==> config.mk <==
export PLATFORM = sky130hd
export DESIGN_NAME = mult_unit
export DESIGN_NICKNAME = d
export VERILOG_FILES = /design/src/rtl/mult_unit_pkg.sv /design/src/rtl/mult_unit_abs.sv /design/src/rtl/mult_unit.sv
export SDC_FILE = /design/constraint.sdc
export NUM_CORES = 1
export LEC_CHECK = 0
export ABC_AREA = 1
export ABC_CLOCK_PERIOD_IN_PS = 3500
export BUFFER_PORTS_ARGS = -buffer_cell sky130_fd_sc_hd__buf_4
export CAP_MARGIN = 20
export CORE_AREA = 2 2 208 210
export CTS_CLUSTER_DIAMETER = 200
export DETAILED_ROUTE_END_ITERATION = 10
export DIE_AREA = 0 0 210 212
export PLACE_DENSITY = 0.62
export SYNTH_ARGS = -nofsm -noshare
export SYNTH_HDL_FRONTEND = slang
export SYNTH_HIERARCHICAL = 1
export SYNTH_SLANG_ARGS = --single-unit
==> constraint.sdc <==
create_clock -name clk -period 3.5 [get_ports clk]
set_input_delay 0.175 -clock clk [delete_from_list [all_inputs] [get_ports clk]]
set_output_delay 0.175 -clock clk [all_outputs]
set_load 0.01 [all_outputs]
==> src/rtl/mult_unit_pkg.sv <==
// Shared definitions for the multiply unit.
//  - MIPS R-type function codes that route to this unit (MULT/MULTU).
//  - Multiplier FSM state encoding.
//  - Helper that sizes the iteration counter from the operand width.
package mult_unit_pkg;

  // R-type function codes decoded upstream into Mult_en.
  localparam logic [5:0] FUNC_MULT  = 6'h18;
  localparam logic [5:0] FUNC_MULTU = 6'h19;

  typedef enum logic [1:0] {
    MUL_IDLE = 2'd0,
    MUL_RUN  = 2'd1,
    MUL_FIN  = 2'd2
  } mul_state_e;

  // Counter width needed to count DATA_W-1 down to 0.
  function automatic int mul_cnt_w(input int w);
    return (w > 1) ? $clog2(w) : 1;
  endfunction

endpackage

==> src/rtl/mult_unit_abs.sv <==
// mult_abs: conditional two's complement of a W-bit value.
//  Used for operand magnitudes (neg_i = signed & sign bit) and for
//  negating the 2W-bit product when the operand signs differ.
// Ports:
//  val_i  in  W  value to transform
//  neg_i  in  1  1 = return ~val_i + 1, 0 = pass through
//  res_o  out W  result (unsigned interpretation; |MIN| stays MIN, which is correct)
module mult_abs
  import mult_unit_pkg::*;
#(
  parameter int W = 32
) (
  input  logic [W-1:0] val_i,
  input  logic         neg_i,
  output logic [W-1:0] res_o
);

  assign res_o = neg_i ? (~val_i + W'(1)) : val_i;

endmodule

==> src/rtl/mult_unit.sv <==
// mult_unit: multi-cycle shift-add multiplier with architectural HI/LO.
//  A start request in IDLE latches operand magnitudes and the result sign,
//  then DATA_W RUN cycles each add the shifted multiplicand when the current
//  multiplier bit is set. FIN writes {hi,lo} (negated if needed) and pulses done.
// Ports:
//  clk, rst            clock, synchronous active-high reset
//  start               one-cycle request, honoured only in IDLE
//  mul_signed          1 = MULT (signed), 0 = MULTU; sampled with start
//  rs_val, rt_val      multiplicand / multiplier; sampled with start
//  busy                state != IDLE (core stall request)
//  done                one-cycle pulse, hi/lo already hold the new product
//  hi, lo              HI/LO architectural registers
//  state_dbg           current FSM state (mul_state_e encoding)
// Handshake: start is a request with no back-pressure beyond busy; a start seen
//  while busy is dropped, so the core must hold off until busy is low. The cycle
//  done is high is IDLE, so a new start there is accepted with no bubble.
module mult_unit
  import mult_unit_pkg::*;
#(
  parameter int DATA_W = 32
) (
  input  logic              clk,
  input  logic              rst,
  input  logic              start,
  input  logic              mul_signed,
  input  logic [DATA_W-1:0] rs_val,
  input  logic [DATA_W-1:0] rt_val,
  output logic              busy,
  output logic              done,
  output logic [DATA_W-1:0] hi,
  output logic [DATA_W-1:0] lo,
  output logic [1:0]        state_dbg
);

  localparam int CNT_W = mul_cnt_w(DATA_W);
  localparam int PW    = 2 * DATA_W;

  mul_state_e          state_q;
  logic [CNT_W-1:0]    cnt_q;
  logic [PW-1:0]       mcand_q;   // multiplicand, shifted left each RUN cycle
  logic [DATA_W-1:0]   mplier_q;  // multiplier, shifted right each RUN cycle
  logic [PW-1:0]       acc_q;
  logic [PW-1:0]       acc_d;
  logic                neg_q;
  logic [DATA_W-1:0]   hi_q;
  logic [DATA_W-1:0]   lo_q;
  logic                done_q;

  logic [DATA_W-1:0]   rs_mag;
  logic [DATA_W-1:0]   rt_mag;
  logic [PW-1:0]       prod_fin;

  mult_abs #(.W(DATA_W)) u_abs_rs (
    .val_i (rs_val),
    .neg_i (mul_signed & rs_val[DATA_W-1]),
    .res_o (rs_mag)
  );

  mult_abs #(.W(DATA_W)) u_abs_rt (
    .val_i (rt_val),
    .neg_i (mul_signed & rt_val[DATA_W-1]),
    .res_o (rt_mag)
  );

  // Final sign fix-up of the unsigned magnitude product.
  mult_abs #(.W(PW)) u_neg_prod (
    .val_i (acc_q),
    .neg_i (neg_q),
    .res_o (prod_fin)
  );

  always_comb begin
    acc_d = acc_q;
    if (mplier_q[0]) acc_d = acc_q + mcand_q;
  end

  always_ff @(posedge clk) begin
    if (rst) begin
      state_q  <= MUL_IDLE;
      cnt_q    <= '0;
      mcand_q  <= '0;
      mplier_q <= '0;
      acc_q    <= '0;
      neg_q    <= 1'b0;
      hi_q     <= '0;
      lo_q     <= '0;
      done_q   <= 1'b0;
    end else begin
      done_q <= 1'b0;
      case (state_q)
        MUL_IDLE: begin
          if (start) begin
            mcand_q  <= {{DATA_W{1'b0}}, rs_mag};
            mplier_q <= rt_mag;
            neg_q    <= mul_signed & (rs_val[DATA_W-1] ^ rt_val[DATA_W-1]);
            acc_q    <= '0;
            cnt_q    <= CNT_W'(DATA_W - 1);
            state_q  <= MUL_RUN;
          end
        end
        MUL_RUN: begin
          acc_q    <= acc_d;
          mcand_q  <= mcand_q << 1;
          mplier_q <= mplier_q >> 1;
          cnt_q    <= cnt_q - CNT_W'(1);
          if (cnt_q == '0) state_q <= MUL_FIN;
        end
        MUL_FIN: begin
          {hi_q, lo_q} <= prod_fin;
          done_q       <= 1'b1;
          state_q      <= MUL_IDLE;
        end
        default: state_q <= MUL_IDLE;
      endcase
    end
  end

  assign busy      = (state_q != MUL_IDLE);
  assign done      = done_q;
  assign hi        = hi_q;
  assign lo        = lo_q;
  assign state_dbg = state_q;

endmodule

==> metrics.txt, run 1 <==
most used cell, CP=nand2_1; Slew @ Worst Pin=1.13 ns; Place WS=between 1 and 1.5 ns; maximum vdd drop=0.315 mV; Main synth FF type=dfxtp_1; status=completed; # DRC=0; H-tree depth=1; Die W=210 um; cell family with most CP delay=simple AND/OR/NAND/NOR gates; PostCTS Resize Cnt=0; Max Cap Viol=0; drt pass-1 iters=7; Tot Pwr=7.04 mW; post-synth cell types=45; most common cell in the synthesized netlist=nand2_1; Die H=212 um; vias per cell=5.15; Clock Pin Slew Worst Setup and Hold Paths=0.07 ns; Routed Antenna Nets=0; final number of hold-violating endpoints=0; CP max-delay cell=dfxtp_1; dominant cell type by area after synthesis=dfxtp_1; EDFF count, synth=0; Final Skew=between 0.02 and 0.025 ns; Sum Neg Setup Slack=0 ns; initial core utilization=0.442; # clock sinks=233; Seq pwr share=0.405; Total GRT Usage=0.289; vias in the first global route=roughly 19000; area share of the largest cell type after synthesis=0.248; Int Power=4.94 mW; Slew Limit Fails=0; Core Footprint=42500 um2; CTS root buf=clkbuf_16; Filler Cell Count=4630; Pleak=11.1 nW; PwrDens=~330 nW/um2; drt total wl=64600 um; Seq cells post-synth=233; Area Overhead vs Synth=13.6%; most frequent cells after synthesis=1149 x nand2_1, 438 x nor2_1, 417 x inv_1, 233 x dfxtp_1, 175 x nand3_1; kind of critical path=flop to flop; HPWL after DPL=51800 um; syn_nets=3386; final worst slack=0.973 ns; Mapped Cells=3249; WL/cell=~16 um; Clock Latency Late Sink=~0.58 ns; gpl congestion=approximately 0.98; Post-synth ARST share=0; Period Utilization, post-route=0.722; Net count, final=3488; clock share of power=0.434; Fmax=0.396 GHz; 1st-iter DRT viols=1461; largest net degree at the start of global routing=168; Multi-input gate area=around 12000 um2; slew margin rel.=0.246; ANT cells=0; die area=44500 um2; top post-synthesis cells by area=dfxtp_1 25%, nand2_1 23%, nor2_1 8.7%, inv_1 8.3%, nand3_1 4.7%; CP required=3.99 ns; HP Class=primary input to flop; port buffer count=approximately 140; Setup crit end kind=flop; crit-path max FO=6; RSZ-0062 raised after global routing=false; CP Launch Type=flop; row count=between 70 and 80; share of cells above drive strength 1=0.111; Worst path max stage delay=0.57 ns; dpl cells=3850; fin crit period=between 2 and 3 ns; sequential fraction of the synthesis area=0.248; NetSw=2.10 mW; CTS tree=built; synthesized cell area=18800 um2; combinational share of power=0.161; switch share=0.298; Via Count=between 20000 and 25000; TritonCTS Buffers=29; Avg Inst Size Synth=slightly below 6 um2; post-CTS setup buffer count=0; endpoints failing setup=0; first-pass GRT wire length=102000 um; global route overflow=0; Final Non-Filler Cells=3919; worst path cell trace=ha_1, nand2_1, inv_1, nand2_1, inv_1, nand2_1, nand2_1, nand2_1, nand2_1, a21oi_1, nand2_1, nand2_1, nand3_1, a21oi_1; Seq. cell area=4670 um2; clock buffer depth=3; io pins=approximately 140; CP Buf/Inv Count=2; initial antenna violation count=0; critical path arrival=3.02 ns; Synthesis Warnings=6
[through the flow]
stage / utilization / cell area [um2] / hold slack (ns)
final: 0.503 / 21400 / 0.0220
after floorplan: - / 18800 / 0.363
after global placement: 0.476 / 20200 / 0.453
after detailed placement: 0.476 / 20200 / 0.457
after global routing: 0.503 / 21400 / 0.0524
after CTS: 0.502 / 21300 / 0.00581
[layout by cell type (no fill, tap or decap), types with 15 or more instances in the layout]
cell type and n:
nand2_1 1148, nor2_1 436, inv_1 417, dfxtp_1 232, nand3_1 175, a21oi_1 164
buf_4 149, o21ai_0 106, a22oi_1 70, ha_1 68, nor2_2 40, nand2_2 32
xor2_1 32, nand4_1 30, xnor2_1 30, clkbuf_16 29, a31oi_1 26, nor2_4 24
or2_2 20, inv_2 18, dlygate4sd3_1 15
[power groups by stage]
stage               logic [mW]  clock network, mW  registers (mW)
floorplan                0.755                  0            2.88
global placement          1.10                  0            2.90
detailed placement        1.12                  0            2.91
CTS                       1.13               3.12            2.85
global route              1.26               3.22            2.86
finish                    1.13               3.05            2.85
[metal layers]
metal,global-route usage,part of all wire,routed length [um]
met5,0,0,0
met4,0.113,0.039,2540
met2,0.494,0.46,29500
met3,0.0291,0.055,3540
met1,0.377,0.45,29100
[repair_timing]
item                                    in CTS  in global routing
endpoints found under the hold margin       16                  0
hold buffers                                15                  0
endpoints found under the setup margin       0                  0
[registers in the layout (all words and copies together), names as in the netlist]
signal / count
acc_q: 64
mcand_q: 64
hi: 32
lo: 32
mplier_q: 32
cnt_q: 5
state_dbg: 2
done: 1
neg_q: 1
[final timing paths]
check	start	to	slack, ns	depth (start not counted)
max	acc_q[38]	acc_q[63]	0.97	14
min	rt_val[19]	mplier_q[19]	0.02	5
max reg2reg	acc_q[38]	acc_q[63]	0.97	14
min reg2reg	mplier_q[12]	mplier_q[12]	0.47	2
[cells by family (layout without fill, tap and decap cells)]
logic type                 Yosys count  count (layout)  synth area share
AOI/OAI and AO/OA                  392             392             0.121
DFF                                233             233             0.248
buffers and inverters              535             659             0.111
adders and majority gates           69              69            0.0463
xor gates and xnor gates            63              63            0.0297
and+or+nand+nor                   1957            1957             0.444
[tightest hold or removal path, cell delays in order]
cell and delay, ns:
buf_4 0.10, nand2_1 0.05, nand2_1 0.06, a22oi_1 0.06, a21oi_1 0.11
[area by class of cell]
class,count,area share
clock inverter,16,0.00826
tap,546,0.0320
timing repair buffer,167,0.0622
inverter,439,0.0776
clock buffer,37,0.0363
sequential,233,0.218
multi-input combinational,2481,0.565
Power figures use the tool's default switching activity.
==> run 2: changes to the inputs <==
ABC_AREA = 0   (was 1)
ABC_CLOCK_PERIOD_IN_PS = 2300   (was 3500)
CORE_AREA = 2 2 187 189   (was 2 2 208 210)
DIE_AREA = 0 0 189 191   (was 0 0 210 212)
PLACE_DENSITY = 0.65   (was 0.62)
clock period = 2.3 ns   (was 3.5 ns; I/O delays follow)
==> run 2 against run 1 <==
Against the previous run: the flow now finishes with violations (setup timing); total power up 54%; final area up 5.7%; synthesized area down 19%; largest cell class unchanged; highest routed layer unchanged.
==> metrics.txt, run 2 <==
initial core utilization=0.444; most common cell after layout, fill and taps aside=buf_4; met1 usage=0.378; post-synth cell types=92; dominant cell type by area after synthesis=dfxtp_1; share of cells above drive strength 1=0.390; Synthesis Warnings=6; TritonCTS Buffers=28; gpl congestion=0.946; most common cell in the synthesized netlist=nand2_1; CTS root buf=clkbuf_16; most frequent cells in the layout=463 x buf_4, 305 x nand2_1, 186 x a21oi_1, 186 x dfxtp_1, 140 x xnor2_1; Clock Pin Slew Worst Setup and Hold Paths=0.06 ns; drt pass-1 iters=5; Sum Neg Setup Slack=-25.89 ns; failing checks=setup timing; Pleak=9.27 nW; H-tree depth=1; Die W=between 150 and 200 um; Total GRT Usage=0.268; # clock sinks=between 200 and 250; drt total wl=between 50000 and 60000 um; Worst Hold Slack=0.0138 ns; largest net degree at the start of global routing=148; status=complete, but fails checks; Seq. cell area=4740 um2; Slew Limit Fails=0; maximum vdd drop=0.549 mV; vias per cell=between 5 and 6; met3 Usage GRT=0.0321; final worst slack=-0.596 ns; port buffer count=between 100 and 150; Setup crit end kind=flop; 1st-iter DRT viols=1120; syn_nets=2011; Net count, final=roughly 2500; Routed Antenna Nets=0; Avg Inst Size Synth=8.09 um2; Slew @ Worst Pin=roughly 1.0 ns; kind of critical path=flop to flop; Fmax=0.345 GHz; critical path arrival=roughly 3.3 ns; RSZ-0062 raised after global routing=true; Area Overhead vs Synth=49.0%; Mapped Cells=1874; first-pass GRT wire length=79200 um; crit-path max FO=4; area share of the largest cell type after synthesis=0.308; EDFF count, synth=0; die area=36100 um2; M2 GR Usage=0.435; PwrDens=around 480 nW/um2; io pins=136; Final Skew=0.0115 ns; Max Cap Viol=0; fin crit period=between 2 and 3 ns; Core Footprint=34100 um2; Clock Latency Late Sink=0.55 ns; Period Utilization, post-route=1.26; synthesized cell area=between 15000 and 20000 um2; HP Class=primary input to flop; Final Util=0.662; Die H=around 190 um; slew margin rel.=0.319; WL/cell=18.3 um; CTS tree=built; CP Launch Type=flop; vias in the first global route=approximately 15000; gr busiest metal=met2; ANT cells=0; post-route cell area=around 23000 um2; Top Registers=acc_q x64, mcand_q x64; Multi-input gate area=11700 um2; clock buffer depth=3; sequential fraction of the synthesis area=0.308; most frequent cells after synthesis=318 x nand2_1, 235 x a21oi_1, 233 x dfxtp_1, 154 x xnor2_1, 88 x a22oi_1; Post-synth ARST share=0; # DRC=0; Main synth FF type=dfxtp_1; endpoints failing setup=95; row count=68; initial antenna violation count=0; Seq cells post-synth=233; Via Count=16057; global route overflow=0; final number of hold-violating endpoints=0; DP Area=between 15000 and 20000 um2; HPWL after DPL=roughly 35000 um; CP required=2.74 ns; top post-synthesis cells by area=dfxtp_1 31%, xnor2_1 8.9%, nand2_1 7.9%, a21oi_1 7.8%, ha_1 5.6%; Filler Cell Count=2759
run 2: cell types whose count changed after synthesis, sizes merged, moves of 29 or more:
cell | before | now
nand2 | 1185 | 318
nor2 | 505 | 84
inv | 437 | 25
xnor2 | 30 | 154
nand3 | 185 | 62
a21oi | 164 | 237
o31ai | 0 | 49
o21ai | 123 | 76
clkbuf | 47 | 90
a21o | 2 | 35
o41ai | 0 | 32
a22o | 0 | 29
run 2: final cells by class:
class                           count  area share
Tap cell                          455      0.0252
Sequential cell                   233       0.210
Clock inverter                      8     0.00460
Clock buffer                       44      0.0359
Timing Repair Buffer              554       0.203
Inverter                           25     0.00415
Multi-Input combinational cell   1495       0.517
run 2: cell families (layout without fill, tap and decap cells):
logic type,count (synthesis),count (layout),share of synthesized area
buffers and inverters,147,631,0.0405
muxes,2,2,0.00173
adders and majority gates,69,69,0.0575
xor gates and xnor gates,180,180,0.104
and+or+nand+nor,631,632,0.211
DFF,233,233,0.308
AOI/OAI and AO/OA,612,612,0.277
run 2: what timing repair did:
item	CTS	global route
hold buffers	17	0
hold endpoints to repair	24	0
setup buffers	35	40
gates resized for setup	193	174
cloned	1	0
pin swaps	123	131
endpoints found under the setup margin	98	105
run 2: critical path, stage by stage, from the launching register on:
cell and delay, ns:
dfxtp_2 0.34, ha_4 0.26, a21o_1 0.20, a21oi_2 0.27, a21oi_4 0.10, o311ai_4 0.41
o32ai_2 0.18, o22ai_2 0.27, o21ai_4 0.14, a31oi_4 0.20, a21oi_2 0.08, xor2_1 0.15
a22o_1 0.19
run 2: where the power goes:
group,internal [mW],switching [mW],leakage [nW]
clock,2.64,1.83,0.430
sequential,4.17,0.130,1.91
combinational,0.920,1.16,6.93
run 2: stage by stage:
stage               total power [mW]  instances  worst slack [ns]
global placement                6.02       2682            -0.588
detailed placement              6.06       2682            -0.618
global route                    11.2       2814            -0.681
floorplan                       5.33       1874            -0.515
finish                          10.9       2814            -0.596
CTS                             10.7       2783            -0.596
run 2: final timing paths:
| check | endpoint | slack (ns) | cells after the start | from |
|---|---|---|---|---|
| max | acc_q[62] | -0.60 | 12 | mcand_q[4] |
| min | mplier_q[20] | 0.01 | 4 | rt_val[20] |
| max reg2reg | acc_q[62] | -0.60 | 12 | mcand_q[4] |
| min reg2reg | hi[14] | 0.45 | 2 | hi[14] |
run 2: metal layers:
metal  vias to the layer above  part of all wire  wire length [um]
met4                         0             0.022              1120
li1                       7746                 -                 -
met3                        77             0.057              2930
met5                         -                 0                 0
met2                       512              0.46             23500
met1                      7722              0.47             23900
==> run 3: changes to the inputs <==
==> constraint.sdc (replaced) <==
create_clock -name clk -period 2.3 [get_ports clk]
set_input_delay 0.23 -clock clk [delete_from_list [all_inputs] [get_ports clk]]
set_output_delay 0.23 -clock clk [all_outputs]
set_load 0.01 [all_outputs]
==> run 3 against run 2 <==
Against the previous run: the flow still finishes with violations (setup timing); global-route usage is 0.47 points higher; core utilization is 0.059 points higher; sequential share of layout area hardly changed; total power is 0.86% lower; count of clock-buffer cells in the layout is 6 lower; non-clock buffer count is 12 higher; via count is 1.1% lower; largest cell class unchanged.
==> metrics.txt, run 3 (synthesis results as in run 2) <==
share of cells above drive strength 1=0.400; Slew Limit Fails=0; 1st-iter DRT viols=890; die area=between 30000 and 40000 um2; TritonCTS Buffers=27; PwrDens=476 nW/um2; Slew @ Worst Pin=0.962 ns; CTS tree=built; critical path arrival=3.33 ns; endpoints failing setup=94; largest net degree at the start of global routing=around 130; global route overflow=0; WL/cell=18.1 um; Top Registers=acc_q x64, mcand_q x64; Net count, final=between 2000 and 2500; Die W=189 um; Sum Neg Setup Slack=-25.00 ns; Max Cap Viol=0; Fmax=0.348 GHz; Place WS=-0.679 ns; crit-path max FO=4; slew margin rel.=0.359; H-tree depth=1; Core Footprint=34100 um2; CP Launch Type=flop; failing checks=setup timing; HP Class=primary input to flop; Period Utilization, post-route=1.25; gpl congestion=0.941; RSZ-0062 raised after global routing=true; vias in the first global route=around 15000; Clock Pin Slew Worst Setup and Hold Paths=approximately 0.06 ns; row count=68; # DRC=0; fin crit period=2.87 ns; clock buffer depth=3; Routed Antenna Nets=0; Final Skew=about 0.030 ns; final number of hold-violating endpoints=0; # clock sinks=233; first-pass GRT wire length=just over 80000 um; kind of critical path=flop to flop; Seq. cell area=4750 um2; drt pass-1 iters=5; final worst slack=-0.570 ns; vias per cell=5.63; Via Count=15878; CTS root buf=clkbuf_16; most frequent cells in the layout=490 x buf_4, 308 x nand2_1, 196 x a21oi_1; initial core utilization=0.444; most common cell after layout, fill and taps aside=buf_4; io pins=around 140; Multi-input gate area=~12000 um2; Clock Latency Late Sink=0.58 ns; status=complete, but fails checks; Total GRT Usage=0.272; maximum vdd drop=0.553 mV; ANT cells=0; drt total wl=just over 50000 um; Die H=191 um; Setup crit end kind=flop; CP required=2.76 ns; Pleak=9.35 nW; HPWL after DPL=between 30000 and 40000 um; Filler Cell Count=2765; Area Overhead vs Synth=49.2%; port buffer count=about 140; reg2reg setup slack=-0.57 ns; initial antenna violation count=0
-- run 3: where the power goes --
| group | internal [mW] | leakage (nW) | total (mW) | switching, mW |
|---|---|---|---|---|
| clock network | 2.58 | 0.446 | 4.39 | 1.81 |
| registers | 4.17 | 1.92 | 4.30 | 0.136 |
| logic | 0.910 | 6.98 | 2.06 | 1.15 |
| total | 7.66 | 9.35 | 10.8 | 3.10 |
-- run 3: repair_timing --
action,in CTS,in global routing
gates cloned,2,0
gates resized for setup,222,140
hold buffers,4,0
buffers inserted,36,48
pin swaps,132,122
endpoints found under the hold margin,11,0
endpoints found under the setup margin,97,107
-- run 3: final cells by class --
cell class              count  area share
clock inverters            10     0.00509
inverters                  25     0.00415
clock buffers              38      0.0344
repair buffers            566       0.205
multi-input cells        1495       0.516
well taps                 455      0.0252
flip-flops and latches    233       0.210
-- run 3: worst paths after layout --
path,start,to,cells past startpoint
worst max-delay path,acc_q[0],acc_q[60],15
worst min-delay path,mul_signed,neg_q,3
worst max register to register,acc_q[0],acc_q[60],15
worst min register to register,hi[13],hi[13],2
-- run 3: per-layer routing --
layer,vias up,track usage,share of wire
met5,-,0,0
met4,0,0.0652,0.021
met3,73,0.0279,0.050
met2,427,0.442,0.46
met1,7615,0.387,0.47
li1,7763,-,-
-- run 3: metrics by stage --
step / cell area [um2] / instances / power, mW / hold slack (ns) / utilization
floorplan: 15600 / 1874 / 5.33 / 0.382 / -
global placement: 19400 / 2695 / 6.04 / 0.443 / 0.568
detailed placement: 19400 / 2695 / 6.08 / 0.448 / 0.568
CTS: 21700 / 2781 / 10.6 / 0.0113 / 0.636
global route: 22600 / 2822 / 11.1 / 0.0392 / 0.663
finish: 22600 / 2822 / 10.8 / 0.0189 / 0.663
-- run 3: critical path, cell delays in order (launching register included) --
cell       delay (ns)
dfxtp_4          0.35
ha_4             0.12
inv_2            0.03
fa_2             0.35
nor2b_4          0.14
o2111ai_2        0.14
a21oi_2          0.25
o311ai_4         0.14
buf_4            0.19
a21oi_4          0.15
nor2_4           0.08
o21ai_4          0.28
a21oi_2          0.11
o21ai_2          0.15
xor2_1           0.08
a22o_1           0.19
